==> src/rtl/dmem_arb_pkg.sv <==
// Shared definitions for the data-memory port arbiter: bus widths,
// requester ids, lock state encodings and the round-robin pick.
package dmem_arb_pkg;

   // Bus widths of the data-memory port
   localparam int SIZE_ADDR = 16;
   localparam int HBIT_ADDR = SIZE_ADDR - 1;
   localparam int SIZE_DATA = 32;
   localparam int HBIT_DATA = SIZE_DATA - 1;

   // Requester ids (also the id carried through the read tag line)
   localparam logic ARB_ID_CORE   = 1'b0;
   localparam logic ARB_ID_LOADER = 1'b1;

   // Lock state encodings (only used when the lock feature is built in)
   typedef enum logic [1:0] {
      ARB_ST_IDLE  = 2'd0,
      ARB_ST_LOCK0 = 2'd1,
      ARB_ST_LOCK1 = 2'd2
   } arb_state_t;

   // One entry of the read tag line: a read is in flight for requester id
   typedef struct packed {
      logic valid;
      logic id;
   } arb_tag_t;

   // Round-robin pick between two eligible requesters.
   // Returns {grant1, grant0}; on a tie the requester that did not win last time wins.
   function automatic logic [1:0] arb_rr_pick(input logic elig0,
                                              input logic elig1,
                                              input logic last_id);
      logic [1:0] pick;
      pick = 2'b00;
      if (elig0 && elig1) begin
         pick = (last_id == ARB_ID_CORE) ? 2'b10 : 2'b01;
      end else if (elig0) begin
         pick = 2'b01;
      end else if (elig1) begin
         pick = 2'b10;
      end
      return pick;
   endfunction

endpackage

==> src/rtl/dmem_arb_rdtag.sv <==
// Read tag delay line: RD_LAT stages of {valid,id}. A tag pushed on the issue
// edge reaches the output exactly when the memory read data for it is valid.
// Asynchronous clear drops every in-flight read.
module dmem_arb_rdtag
   import dmem_arb_pkg::*;
#(
   parameter int RD_LAT = 1
) (
   input  logic iw_clk,
   input  logic iw_rst,
   input  logic iw_push_valid,
   input  logic iw_push_id,
   output logic ow_pop_valid,
   output logic ow_pop_id
);

   arb_tag_t [RD_LAT-1:0] stage_reg;

   // Shift the tag line by one stage every cycle; empty slots carry valid=0
   always_ff @(posedge iw_clk or posedge iw_rst) begin
      if (iw_rst) begin
         stage_reg <= '0;
      end else begin
         stage_reg[0] <= '{valid: iw_push_valid, id: iw_push_id};
         for (int i = 1; i < RD_LAT; i++) begin
            stage_reg[i] <= stage_reg[i-1];
         end
      end
   end

   assign ow_pop_valid = stage_reg[RD_LAT-1].valid;
   assign ow_pop_id    = stage_reg[RD_LAT-1].id;

endmodule

==> src/rtl/dmem_arb.sv <==
// Two-requester round-robin arbiter for one data-memory port.
// Requester 0 is the core MA/MO stages, requester 1 the loader/debug master.
// Read responses are routed back in order through a tag delay line, and a
// saturating counter records cycles in which a valid requester was refused.
// Optional feature: define MEM_ARB_LOCK_EN to add lock ports and the
// IDLE/LOCK0/LOCK1 grant-hold FSM with forced release after LOCK_MAX cycles.
module dmem_arb
   import dmem_arb_pkg::*;
#(
   parameter int RD_LAT   = 1,
   parameter int CNT_W    = 16,
   parameter int LOCK_MAX = 8
) (
   input  logic                 iw_clk,
   input  logic                 iw_rst,
   input  logic                 iw_req0_valid,
   output logic                 ow_req0_ready,
   input  logic                 iw_req0_we,
   input  logic [HBIT_ADDR:0]   iw_req0_addr,
   input  logic [HBIT_DATA:0]   iw_req0_wdata,
   input  logic                 iw_req1_valid,
   output logic                 ow_req1_ready,
   input  logic                 iw_req1_we,
   input  logic [HBIT_ADDR:0]   iw_req1_addr,
   input  logic [HBIT_DATA:0]   iw_req1_wdata,
`ifdef MEM_ARB_LOCK_EN
   input  logic                 iw_req0_lock,
   input  logic                 iw_req1_lock,
`endif
   output logic                 or_rsp0_valid,
   output logic [HBIT_DATA:0]   or_rsp0_rdata,
   output logic                 or_rsp1_valid,
   output logic [HBIT_DATA:0]   or_rsp1_rdata,
   output logic                 ow_mem_we,
   output logic [HBIT_ADDR:0]   ow_mem_addr,
   output logic [HBIT_DATA:0]   ow_mem_wdata,
   input  logic [HBIT_DATA:0]   iw_mem_rdata,
   output logic [CNT_W-1:0]     or_conflict_cnt
);

   logic       last_grant_reg;
   logic       allow0;
   logic       allow1;
   logic       grant0;
   logic       grant1;
   logic       issue0;
   logic       issue1;
   logic       force_rel;
   logic       force_id;
   logic       conflict;
   logic       push_valid;
   logic       pop_valid;
   logic       pop_id;

`ifdef MEM_ARB_LOCK_EN
   localparam int LK_W = (LOCK_MAX > 1) ? $clog2(LOCK_MAX) : 1;

   arb_state_t       state_reg;
   arb_state_t       state_next;
   logic [LK_W-1:0]  lock_cnt_reg;
   logic [LK_W-1:0]  lock_cnt_next;

   // Lock state register and cycles-spent-in-lock counter
   always_ff @(posedge iw_clk or posedge iw_rst) begin
      if (iw_rst) begin
         state_reg    <= ARB_ST_IDLE;
         lock_cnt_reg <= '0;
      end else begin
         state_reg    <= state_next;
         lock_cnt_reg <= lock_cnt_next;
      end
   end

   // Next lock state: enter on a locking issue, leave on an unlocking issue by
   // the owner or after LOCK_MAX cycles (forced, hands the next tie to the other side)
   always_comb begin
      state_next    = state_reg;
      lock_cnt_next = '0;
      force_rel     = 1'b0;
      force_id      = ARB_ID_CORE;
      case (state_reg)
         ARB_ST_IDLE: begin
            if (issue0 && iw_req0_lock) begin
               state_next = ARB_ST_LOCK0;
            end else if (issue1 && iw_req1_lock) begin
               state_next = ARB_ST_LOCK1;
            end
         end
         ARB_ST_LOCK0: begin
            if (issue0 && !iw_req0_lock) begin
               state_next = ARB_ST_IDLE;
            end else if (lock_cnt_reg == LK_W'(LOCK_MAX - 1)) begin
               state_next = ARB_ST_IDLE;
               force_rel  = 1'b1;
               force_id   = ARB_ID_CORE;
            end else begin
               lock_cnt_next = lock_cnt_reg + 1'b1;
            end
         end
         ARB_ST_LOCK1: begin
            if (issue1 && !iw_req1_lock) begin
               state_next = ARB_ST_IDLE;
            end else if (lock_cnt_reg == LK_W'(LOCK_MAX - 1)) begin
               state_next = ARB_ST_IDLE;
               force_rel  = 1'b1;
               force_id   = ARB_ID_LOADER;
            end else begin
               lock_cnt_next = lock_cnt_reg + 1'b1;
            end
         end
         default: begin
            state_next = ARB_ST_IDLE;
         end
      endcase
   end

   // Lock outputs: while a lock is held only its owner is eligible
   always_comb begin
      allow0 = (state_reg != ARB_ST_LOCK1);
      allow1 = (state_reg != ARB_ST_LOCK0);
   end
`else
   logic unused_lock_cfg;

   assign unused_lock_cfg = (LOCK_MAX > 0);
   assign allow0          = 1'b1;
   assign allow1          = 1'b1;
   assign force_rel       = 1'b0;
   assign force_id        = ARB_ID_CORE;
`endif

   // Grant: round-robin among the eligible valid requesters
   always_comb begin
      {grant1, grant0} = arb_rr_pick(iw_req0_valid && allow0,
                                     iw_req1_valid && allow1,
                                     last_grant_reg);
   end

   assign ow_req0_ready = grant0;
   assign ow_req1_ready = grant1;
   assign issue0        = iw_req0_valid && grant0;
   assign issue1        = iw_req1_valid && grant1;

   // Memory port driven by the issuing request, all-zero when idle
   always_comb begin
      ow_mem_we    = 1'b0;
      ow_mem_addr  = '0;
      ow_mem_wdata = '0;
      if (issue0) begin
         ow_mem_we    = iw_req0_we;
         ow_mem_addr  = iw_req0_addr;
         ow_mem_wdata = iw_req0_wdata;
      end else if (issue1) begin
         ow_mem_we    = iw_req1_we;
         ow_mem_addr  = iw_req1_addr;
         ow_mem_wdata = iw_req1_wdata;
      end
   end

   // Last-grant register: follows issues; a forced lock release points it at the old owner
   always_ff @(posedge iw_clk or posedge iw_rst) begin
      if (iw_rst) begin
         last_grant_reg <= ARB_ID_LOADER;
      end else if (issue0) begin
         last_grant_reg <= ARB_ID_CORE;
      end else if (issue1) begin
         last_grant_reg <= ARB_ID_LOADER;
      end else if (force_rel) begin
         last_grant_reg <= force_id;
      end
   end

   assign push_valid = (issue0 && !iw_req0_we) || (issue1 && !iw_req1_we);

   dmem_arb_rdtag #(
      .RD_LAT (RD_LAT)
   ) u_rdtag (
      .iw_clk        (iw_clk),
      .iw_rst        (iw_rst),
      .iw_push_valid (push_valid),
      .iw_push_id    (issue1),
      .ow_pop_valid  (pop_valid),
      .ow_pop_id     (pop_id)
   );

   // Response registers: capture read data for the requester at the end of the tag line
   always_ff @(posedge iw_clk or posedge iw_rst) begin
      if (iw_rst) begin
         or_rsp0_valid <= 1'b0;
         or_rsp1_valid <= 1'b0;
         or_rsp0_rdata <= '0;
         or_rsp1_rdata <= '0;
      end else begin
         or_rsp0_valid <= pop_valid && (pop_id == ARB_ID_CORE);
         or_rsp1_valid <= pop_valid && (pop_id == ARB_ID_LOADER);
         if (pop_valid && (pop_id == ARB_ID_CORE)) begin
            or_rsp0_rdata <= iw_mem_rdata;
         end
         if (pop_valid && (pop_id == ARB_ID_LOADER)) begin
            or_rsp1_rdata <= iw_mem_rdata;
         end
      end
   end

   assign conflict = (iw_req0_valid && !grant0) || (iw_req1_valid && !grant1);

   // Contention counter: one count per cycle with any refusal, sticks at all-ones
   always_ff @(posedge iw_clk or posedge iw_rst) begin
      if (iw_rst) begin
         or_conflict_cnt <= '0;
      end else if (conflict && (or_conflict_cnt != {CNT_W{1'b1}})) begin
         or_conflict_cnt <= or_conflict_cnt + 1'b1;
      end
   end

endmodule

==> config.mk <==
export PLATFORM = sky130hd
export DESIGN_NAME = dmem_arb
export DESIGN_NICKNAME = d
export VERILOG_FILES = /design/src/rtl/dmem_arb_pkg.sv /design/src/rtl/dmem_arb_rdtag.sv /design/src/rtl/dmem_arb.sv
export SDC_FILE = /design/constraint.sdc
export NUM_CORES = 1
export LEC_CHECK = 0
export CAP_MARGIN = 10
export CORE_MARGIN = 8
export CORE_UTILIZATION = 30
export DETAILED_ROUTE_END_ITERATION = 6
export GPL_ROUTABILITY_DRIVEN = 0
export GPL_TIMING_DRIVEN = 1
export PLACE_DENSITY = 0.71
export SLEW_MARGIN = 20
export SYNTH_ARGS = -nofsm -noshare
export SYNTH_HDL_FRONTEND = slang
export SYNTH_SLANG_ARGS = --single-unit
==> constraint.sdc <==
create_clock -name iw_clk -period 3.4 [get_ports iw_clk]
set_input_delay 0.68 -clock iw_clk [delete_from_list [all_inputs] [get_ports iw_clk]]
set_output_delay 0.68 -clock iw_clk [all_outputs]
set_load 0.1 [all_outputs]
==> results.txt <==
- In the global route stage, overall resource usage came out at 16.9%.
- In this run the cell area measured after placement is 0.00708 sq mm.
- Measured on the finished design, the core utilization comes to 59.0%.
- Slew Limit Headroom: 33.8%
- Post-detailed-route wirelength per cell: 19.8 microns
- In the final design database the tool counted 687 nets.
- Once the clock tree was built, the resizer swapped 0 gates to a different size.
* Avg Synthesized Cell Area: 13.3 sq um
* Global route overflow: 0
- In this run the clock root is driven by a sky130_fd_sc_hd__clkbuf_16.
- Most frequently used cell type in the post-synthesis netlist: sky130_fd_sc_hd__dfrtp_1
- In this run the worst hold path is classified as flop to flop.
* Reg2Reg Capture Point: or_conflict_cnt[14]
- The number of setup buffers added after CTS is 0.
- Of all flip-flops after synthesis, the portion carrying an async set or reset was 100%.
* Worst vdd ir: 0.286 mV
* Final critical delay including setup and external delays: 2.97 ns
- Source-to-sink clock delay at the later pin of the worst-skew pair: 0.33 ns
* Number of iterations in the first detailed-routing pass: 4
* Post-detailed-placement half-perimeter wirelength: 12000 microns
- R2R setup slack: 1.33 ns
* Part of the cycle the worst path needs: 87.3%
- Setup total negative slack on the finished layout was measured at 0 ns.
- Total Wirelength: 14400 microns
* Reported leakage power: 0.00323 uW
* Startpoint class of the critical path: primary input
- Power density over the cells: 836 mW/mm^2
- Once layout is done, the placed cells without fillers occupy 0.00739 sq mm.
* Synth cell count leaders: sky130_fd_sc_hd__dfrtp_1 (84), sky130_fd_sc_hd__mux2_2 (67), sky130_fd_sc_hd__a22o_1 (49)
- The setup path with the least slack is of type primary input to output pin.
- In the synthesized netlist the dominant register cell turns out to be sky130_fd_sc_hd__dfrtp_1.
- TritonCTS clock tree: built
* Count of flip-flops with a built-in enable after synthesis: 0
- The largest registers in the layout are or_rsp0_rdata x32, or_rsp1_rdata x32, or_conflict_cnt x16.
- Site Rows: 41
* Initial cell density of the core: 30.5%
- The number of nets in the synthesized netlist is 421.
* Hold-fix buffers, CTS: 0
- The number of cells on the worst reg-to-reg path is 5.
- Final setup skew: 0.00522 ns
- After clock tree synthesis, the clock-pin slew on the worst setup and hold paths is 0.06 ns.
- Arr. time, crit path: 2.29 ns
* Count of final max-slew check failures: 0
* Origin of the critical flop-to-flop path: or_conflict_cnt[0]
* Antenna cell count: 0
- The cell count after synthesis came out at 286.
* TritonCTS Buffers: 9
- The detailed router placed 3447 vias in this run.
* #FFs+latches synth: 85
- Ports placed on the boundary: 267
* Clock sinks: 85
- After synthesis, the largest area contributor takes up 55.1% of total cell area.
- Port buffering added 266 buffers.
* Outcome: finished clean
* Area growth from synthesis to layout: 93.7%
- The tool flagged a number of max-cap violations equal to 0.
- Nature of the critical path endpoint: output pin
- Die area: 0.0166 sq mm
- Along the worst path, the maximum fanout reaches 30.
- H-tree depth: 3
* DRC violations left: 0
- By area the synthesized netlist is led by sky130_fd_sc_hd__dfrtp_1 (55%), sky130_fd_sc_hd__mux2_2 (20%), sky130_fd_sc_hd__a22o_1 (11%), sky130_fd_sc_hd__xor2_1 (2.5%), sky130_fd_sc_hd__clkbuf_1 (1.4%).
- sky130_fd_sc_hd__dfrtp_1 takes more of the synthesized area than any other cell.
- Core outline area: 0.0125 sq mm
- Wire length of the first global-routing pass: 21100 microns
- Hold path depth: 1
- Using the TritonRoute via totals, the vias-per-cell ratio works out to 4.73.
- Required @ worst endpoint: 2.72 ns
- Setup violations remaining at the end of the flow were counted as 0.
- Yosys mapped the design onto 30 distinct sky130hd cell types.
- Timing-limited maximum frequency: 337 MHz
- At the pin with the least slew margin, the transition time is 0.990 ns.
* Pin count of the biggest net entering global routing: 86
- Number of antenna violations at the first check in global routing: 0
- After the first detailed-routing iteration, the DRC count stood at 106.
- Die extent in y: 129 microns
* Sequential share of the synthesized area: 55.8%
- Of the cells placed in the final design, the portion with a size suffix greater than 1 is 37.0%.
* Hold Violations, Final: 0
- The detail route stage leaves a number of antenna-violating nets equal to 0.
- Warnings from Yosys: 0
- The die is 129 microns wide.
- Counting along the longest clock path gives a buffer depth of 2.
* Hold_ws: 0.503 ns
* PnR Total Power: 6180 uW
* Netlist area before placement: 0.00381 sq mm
* Number of global-route vias before repair: 3658
- In this run the worst setup path begins at iw_req0_valid.
- Setup repair after global routing missed its margin: false
* Crit path to: ow_mem_addr[14]
[cells in the final DEF (no fill, tap or decap), types with 2 or more instances in the layout]
| master | n |
|---|---|
| sky130_fd_sc_hd__nor2_1 | 4 |
| sky130_fd_sc_hd__or2_2 | 2 |
| sky130_fd_sc_hd__xnor2_1 | 2 |
| sky130_fd_sc_hd__nor3_1 | 8 |
| sky130_fd_sc_hd__dfrtp_1 | 84 |
| sky130_fd_sc_hd__nand4_1 | 3 |
| sky130_fd_sc_hd__clkinv_2 | 2 |
| sky130_fd_sc_hd__nand2_1 | 7 |
| sky130_fd_sc_hd__nor4_1 | 2 |
| sky130_fd_sc_hd__buf_4 | 60 |
| sky130_fd_sc_hd__xor2_1 | 11 |
| sky130_fd_sc_hd__nand3_1 | 5 |
| sky130_fd_sc_hd__clkinv_4 | 2 |
| sky130_fd_sc_hd__inv_1 | 7 |
| sky130_fd_sc_hd__a21boi_4 | 2 |
| sky130_fd_sc_hd__mux2_2 | 67 |
| sky130_fd_sc_hd__buf_12 | 52 |
| sky130_fd_sc_hd__clkbuf_16 | 9 |
| sky130_fd_sc_hd__a22o_1 | 49 |
| sky130_fd_sc_hd__clkdlybuf4s50_1 | 160 |
[kinds of logic (layout without fill, tap and decap cells)]
group / count (synthesis) / count (layout) / share of synthesized area, %
flops: 85 / 85 / 55.8
buf+inv: 25 / 296 / 2.46
fa+ha+maj: 1 / 1 / 0.328
mux: 67 / 67 / 19.8
simple gates: 41 / 41 / 6.47
xor+xnor: 13 / 13 / 2.99
compound gates: 54 / 54 / 12.1
[where the power goes]
part	switching (uW)	leakage, uW	internal [uW]
Combinational	2780	0.00208	978
Sequential	176	0.00101	1270
Clock	381	0.000146	590
Total	3340	0.00323	2840
[worst max-delay path, stage by stage]
cell	delay (ns)
sky130_fd_sc_hd__clkdlybuf4s50_1	0.62
sky130_fd_sc_hd__a21boi_4	0.23
sky130_fd_sc_hd__buf_4	0.31
sky130_fd_sc_hd__a22o_1	0.25
sky130_fd_sc_hd__buf_12	0.19
[worst min path at each step]
stage,slack [ns],end,from
floorplan,0.50,last_grant_reg,last_grant_reg
global placement,0.49,or_rsp0_rdata[9],or_rsp0_rdata[9]
detailed placement,0.49,or_rsp1_rdata[31],or_rsp1_rdata[31]
CTS,0.51,or_rsp1_rdata[31],or_rsp1_rdata[31]
global route,0.51,or_rsp0_rdata[13],or_rsp0_rdata[13]
finish,0.50,or_rsp0_rdata[13],or_rsp0_rdata[13]
[metal layers]
| metal | global-route usage [%] | part of all wire [%] | vias up |
|---|---|---|---|
| li1 | - | - | 1590 |
| met4 | 5.87 | 1.6 | 0 |
| met5 | 0 | 0 | - |
| met1 | 16.1 | 34 | 1671 |
| met2 | 31.6 | 54 | 172 |
| met3 | 7.41 | 10 | 14 |
[stage by stage]
| step | setup slack, ns | std cells |
|---|---|---|
| 5_1_grt | 0.333 | 729 |
| 4_1_cts | 0.416 | 729 |
| 3_5_place_dp | 0.416 | 713 |
| 2_1_floorplan | 0.282 | 286 |
| 3_3_place_gp | 0.477 | 713 |
| 6_report | 0.433 | 729 |
[cell type report]
type,instances,area [sq um]
clock inverter,5,60.1
inverter,8,31.3
timing repair buffer,272,3090
tap,172,215
sequential,85,2130
clock buffer,11,243
multi-input combinational,176,1620
fill,1061,5130
(Power assumes the default switching activity.)
==> patch 1: new RTL, same settings <==
Build with the macro `MEM_ARB_LOCK_EN` defined.
--- a/src/rtl/dmem_arb.sv
+++ b/src/rtl/dmem_arb.sv
@@ -6,2 +6,4 @@
 // IDLE/LOCK0/LOCK1 grant-hold FSM with forced release after LOCK_MAX cycles.
+`define MEM_ARB_LOCK_EN
+
 module dmem_arb
Interface: changed (added iw_req0_lock and iw_req1_lock); port bits go from 267 to 269. No check against the original RTL was run, so the function may have changed too.
==> patch 1 against the original RTL <==
Cell area grew 6.1%; sequential cell count grew 5; critical path depth grew 1; via count grew 9.8%; area after synthesis grew 9.9%; count of clock-buffer cells in the layout grew 3; worst setup slack lost 0.26 ns; routed wire length grew 4.2%; critical endpoint is now ow_mem_we.
Power is left out: the tool's default activity adds up to more than one toggle a clock period on the data nets, which glitch-free logic cannot reach.
==> patch 1: results (changes against the original RTL) <==
| Metric | Value |
|---|---|
| Rel. slew slack | 33.8% (-0.035 points) |
| Vias in the first global route | 4148 (+13%) |
| Slowest CP cell | clkdlybuf4s50_1 |
| Async SR Flop Fraction | 100% (unchanged) |
| Worst Setup Slack post-DPL | 0.162 ns (-0.255 ns) |
| Initial antenna violation count | 0 (unchanged) |
| Crit path max-delay family | buffers and inverters |
| Worst reg-to-reg setup slack | 1.27 ns (-0.06 ns) |
| Root buffer cell | clkbuf_16 |
| Total setup buffers inserted after CTS | 0 (unchanged) |
| CTS max path bufs | 2 (unchanged) |
| Hold depth | 1 (unchanged) |
| Largest cells by area after synthesis | dfrtp_1, mux2_2, a22o_1 |
| Unique cell type count in the Yosys netlist | 39 (+30%) |
| Largest net degree at the start of global routing | 60 (-30%) |
| Clk Latency, worst-skew pair | 0.33 ns (about the same) |
| CTS HTree Levels | 3 (unchanged) |
| Hold buffer count at cts | 0 (unchanged) |
| Placed cells | 762 (+6.9%) |
| Syn-to-layout area delta | 87.0% |
| Clk slew on worst S/H paths | 0.06 ns (about the same) |
| Syn Area/Cell | 12.8 um2 (-3.8%) |
| Max stage delay on crit path | 0.48 ns (-0.14 ns) |
| Port bufs | 268 (+0.75%) |
| Biggest regs | or_rsp0_rdata x32, or_rsp1_rdata x32, or_conflict_cnt x16 |
| GRT Total Usage | 16.3% (-0.65 points) |
| Layout Nets | 736 (+7.1%) |
| Non-filler instance count after layout | 778 (+6.7%) |
| Vias | 3784 (+9.8%) |
| Hold Crit Start | lock_cnt_reg[0] |
| Final HPWL DP | 12600 um (+4.7%) |
| WP data arrival | 2.54 ns (+0.25 ns) |
| First-pass GRT wire length | 23100 um (+9.4%) |
| CP max FO | 11 (-63%) |
| Diodes inserted | 0 (unchanged) |
| Antenna-violating nets left | 0 (unchanged) |
| Sequential area share after synthesis | 53.8% (-2.1 points) |
| Yosys warns | 0 (unchanged) |
| Synth Flop Type | dfrtp_1 |
| Share of layout cells above drive strength 1 | 32.8% (-4.2 points) |
| Outcome | completed |
| Clk_skew | 0.00442 ns (-0.000801 ns) |
| RR Startpoint | state_reg[1] |
| Worst Reg-to-Reg Cells | 6 (+1) |
| HP Class | register to register |
| Worst R2R End | or_conflict_cnt[14] |
| Num CTS Buffers | 9 (unchanged) |
| Synthesized net count | 470 (+12%) |
| Post_cts resized | 0 (unchanged) |
| DRT Pass-1 Iters | 4 (unchanged) |
| Synth cell count leaders | dfrtp_1, mux2_2, a22o_1, clkbuf_1, nand4_1 |
| Initial drt markers | 104 (-1.9%) |
| Hold endpoint | lock_cnt_reg[0] |
| WL per Instance | 19.3 um (-2.4%) |
-- patch 1: cell types whose count changed in the layout (fill, tap and decap cells not counted), sizes merged, moves of 5 or more --
cell | before | now
and3 | 0 | 6
and2 | 0 | 7
xnor2 | 2 | 8
a21oi | 1 | 6
clkdlybuf4s50 | 160 | 169
xor2 | 11 | 3
nand4 | 3 | 12
buf | 112 | 106
dfrtp | 84 | 89
nor3 | 9 | 0
ha | 1 | 7
-- patch 1: kinds of logic after synthesis --
logic type / after synthesis / synth area share, %
flip-flops: 90 / 53.8
AND/OR/NAND/NOR: 52 / 7.34
AO/OA/AOI/OAI: 70 / 13.7
buffers and inverters: 30 / 2.75
multiplexers: 67 / 18.1
adder cells (fa/ha/maj): 7 / 2.09
XOR/XNOR: 11 / 2.30
-- patch 1: layout make-up --
cell class | count | area (um2)
fillers | 1192 | 5940
repair buffers | 275 | 3160
flip-flops and latches | 90 | 2250
multi-input cells | 207 | 1860
clock buffers | 14 | 264
well taps | 180 | 225
inverters | 10 | 38.8
clock inverters | 2 | 35.0
-- patch 1: stage by stage --
step,hold WS (ns),instance area [um2]
global placement,0.425,7540
finish,0.475,7840
global route,0.485,7840
floorplan,0.414,4210
detailed placement,0.457,7540
CTS,0.475,7840
-- patch 1: worst max-delay path by stage --
stage	from	endpoint	cells after the start	slack, ns
finish	iw_req1_valid	ow_mem_we	6	0.18
global route	iw_req1_valid	ow_mem_we	6	0.13
CTS	iw_req1_valid	ow_mem_we	6	0.16
detailed placement	iw_req1_valid	ow_mem_we	6	0.16
global placement	iw_req1_valid	ow_mem_we	6	0.19
floorplan	iw_req1_valid	ow_mem_we	5	0.11
-- patch 1: routing by layer --
metal  wire, um  track usage (%)
met1       5140             15.7
met2       8040             30.4
met3       1490             6.51
met4        329             5.86
met5          0                0
==> patch 2: new RTL, same settings <==
Without the edit above. Put one more register stage on the output `or_conflict_cnt`, with the module's reset. The value now appears one clock later. The other outputs are not delayed to match.
--- a/src/rtl/dmem_arb.sv
+++ b/src/rtl/dmem_arb.sv
@@ -40,2 +40,4 @@
 
+   logic [CNT_W-1:0] or_conflict_cnt_s0;
+
    logic       last_grant_reg;
@@ -209,5 +211,13 @@
       if (iw_rst) begin
+         or_conflict_cnt_s0 <= '0;
+      end else if (conflict && (or_conflict_cnt_s0 != {CNT_W{1'b1}})) begin
+         or_conflict_cnt_s0 <= or_conflict_cnt_s0 + 1'b1;
+      end
+   end
+
+   always_ff @(posedge iw_clk or posedge iw_rst) begin
+      if (iw_rst) begin
          or_conflict_cnt <= '0;
-      end else if (conflict && (or_conflict_cnt != {CNT_W{1'b1}})) begin
-         or_conflict_cnt <= or_conflict_cnt + 1'b1;
+      end else begin
+         or_conflict_cnt <= or_conflict_cnt_s0;
       end
Check against the original RTL: not equivalent (Yosys sat finds a counterexample within 4 cycles, from zero or initial values and one cycle with iw_rst high).
==> patch 2 against the original RTL <==
Routed wire length rose by 0.88%; worst setup slack improved by 0.020 ns; total power grew 2.9%; area after synthesis grew 10%; cell area is 5.5% higher; final cell count grew 2.9%; sequential cell count rose by 16; critical endpoint is now ow_mem_addr[9]; largest cell class unchanged; highest routed layer unchanged.
==> patch 2: results (changes against the original RTL) <==
| Metric | Value |
|---|---|
| Unique cell type count in the Yosys netlist | 27 (-10%) |
| Rel. slew slack | 33.7% (-0.11 points) |
| Die area | 18000 um2 (+8.9%) |
| Synth cell count leaders | dfrtp_1, mux2_2, a22o_1, clkbuf_1, xnor2_1 |
| Vias in the first global route | 3969 (+8.5%) |
| Largest net degree at the start of global routing | 54 (-37%) |
| Share of layout cells above drive strength 1 | 33.7% (-3.3 points) |
| Vias/cell | 4.81 (+1.7%) |
| Final HPWL DP | 11900 um (-1.2%) |
| Synthesized net count | 438 (+4.0%) |
| GRT Total Usage | 15.7% (-1.2 points) |
| Total setup buffers inserted after CTS | 0 (unchanged) |
| Sequential area share after synthesis | 60.2% (+4.4 points) |
| Largest cells by area after synthesis | dfrtp_1, mux2_2, a22o_1 |
| CTS HTree Levels | 3 (unchanged) |
| Outcome | completed |
| Clk_skew | 0.00673 ns (+0.00151 ns) |
| Root buffer cell | clkbuf_16 |
| WP data arrival | 2.27 ns (-0.02 ns) |
| Layout Nets | 700 (+1.9%) |
| Biggest regs | or_rsp0_rdata x32, or_rsp1_rdata x32 |
| Initial drt markers | 135 (+27%) |
| CP max FO | 51 (+70%) |
| Maximum vdd drop | 388 uV (+36%) |
| Async SR Flop Fraction | 100% (unchanged) |
| First-pass GRT wire length | 22300 um (+5.6%) |
| Drt total wl | 14500 um (+0.88%) |
==> patch 2: changes by cell type after synthesis, sizes merged, moves of 2 or more <==
cell	before	now
nor4	3	0
nand4	3	9
and3	0	4
buf	3	7
xor2	11	0
nor3b	2	0
nor3	9	0
dfrtp	84	100
a21oi	1	3
xnor2	2	10
nor2	4	6
or2	2	0
==> patch 2: layout make-up <==
cell class | count | area, um2
well taps | 180 | 225
clock buffers | 13 | 250
fillers | 1162 | 5980
repair buffers | 271 | 3130
multi-input cells | 174 | 1580
flip-flops and latches | 101 | 2530
inverters | 8 | 32.5
clock inverters | 3 | 46.3
==> patch 2: report_power, final <==
group,switching [mW],internal [mW]
clock network,0.411,0.593
logic,2.72,0.976
registers,0.176,1.48
==> patch 2: routing by layer <==
| metal | track usage [%] | vias to the layer above | wire, um |
|---|---|---|---|
| li1 | - | 1637 | - |
| met4 | 5.49 | 0 | 335 |
| met1 | 15.1 | 1759 | 4920 |
| met5 | 0 | - | 0 |
| met3 | 6.73 | 18 | 1490 |
| met2 | 29.3 | 191 | 7780 |
==> patch 2: path summary, 6_finish.rpt <==
check                           slack (ns)                    end                    from  depth (start not counted)
worst min register to register        0.43    or_conflict_cnt[15]  or_conflict_cnt_s0[15]                          0
worst max-delay path                  0.45         ow_mem_addr[9]           iw_req0_valid                          5
max in group asynchronous             1.89         last_grant_reg                  iw_rst                          3
worst min-delay path                  0.43    or_conflict_cnt[15]  or_conflict_cnt_s0[15]                          0
worst max register to register        1.48  or_conflict_cnt_s0[1]   or_conflict_cnt_s0[4]                          4
min in group asynchronous             0.77      or_rsp1_rdata[30]                  iw_rst                          2
==> patch 2: cell families (layout without fill, tap and decap cells) <==
family,Yosys count,count (layout),share of synthesized area [%]
XOR/XNOR,10,10,2.08
AND/OR/NAND/NOR,37,37,4.71
AO/OA/AOI/OAI,58,58,11.7
multiplexers,68,68,18.2
buffers and inverters,28,295,2.77
adder cells (fa/ha/maj),1,1,0.298
flip-flops,101,101,60.2
==> patch 2: critical path, cell delays in order <==
cell             delay [ns]
clkdlybuf4s50_1        0.64
a21boi_4               0.26
buf_12                 0.24
a22o_1                 0.23
buf_12                 0.19
==> patch 2: metrics by stage <==
| stage | std cells | instance area [um2] | setup slack (ns) |
|---|---|---|---|
| floorplan | 303 | 4200 | 0.0745 |
| global placement | 734 | 7500 | 0.472 |
| detailed placement | 734 | 7500 | 0.452 |
| CTS | 750 | 7790 | 0.446 |
| global route | 750 | 7790 | 0.377 |
| finish | 750 | 7790 | 0.454 |
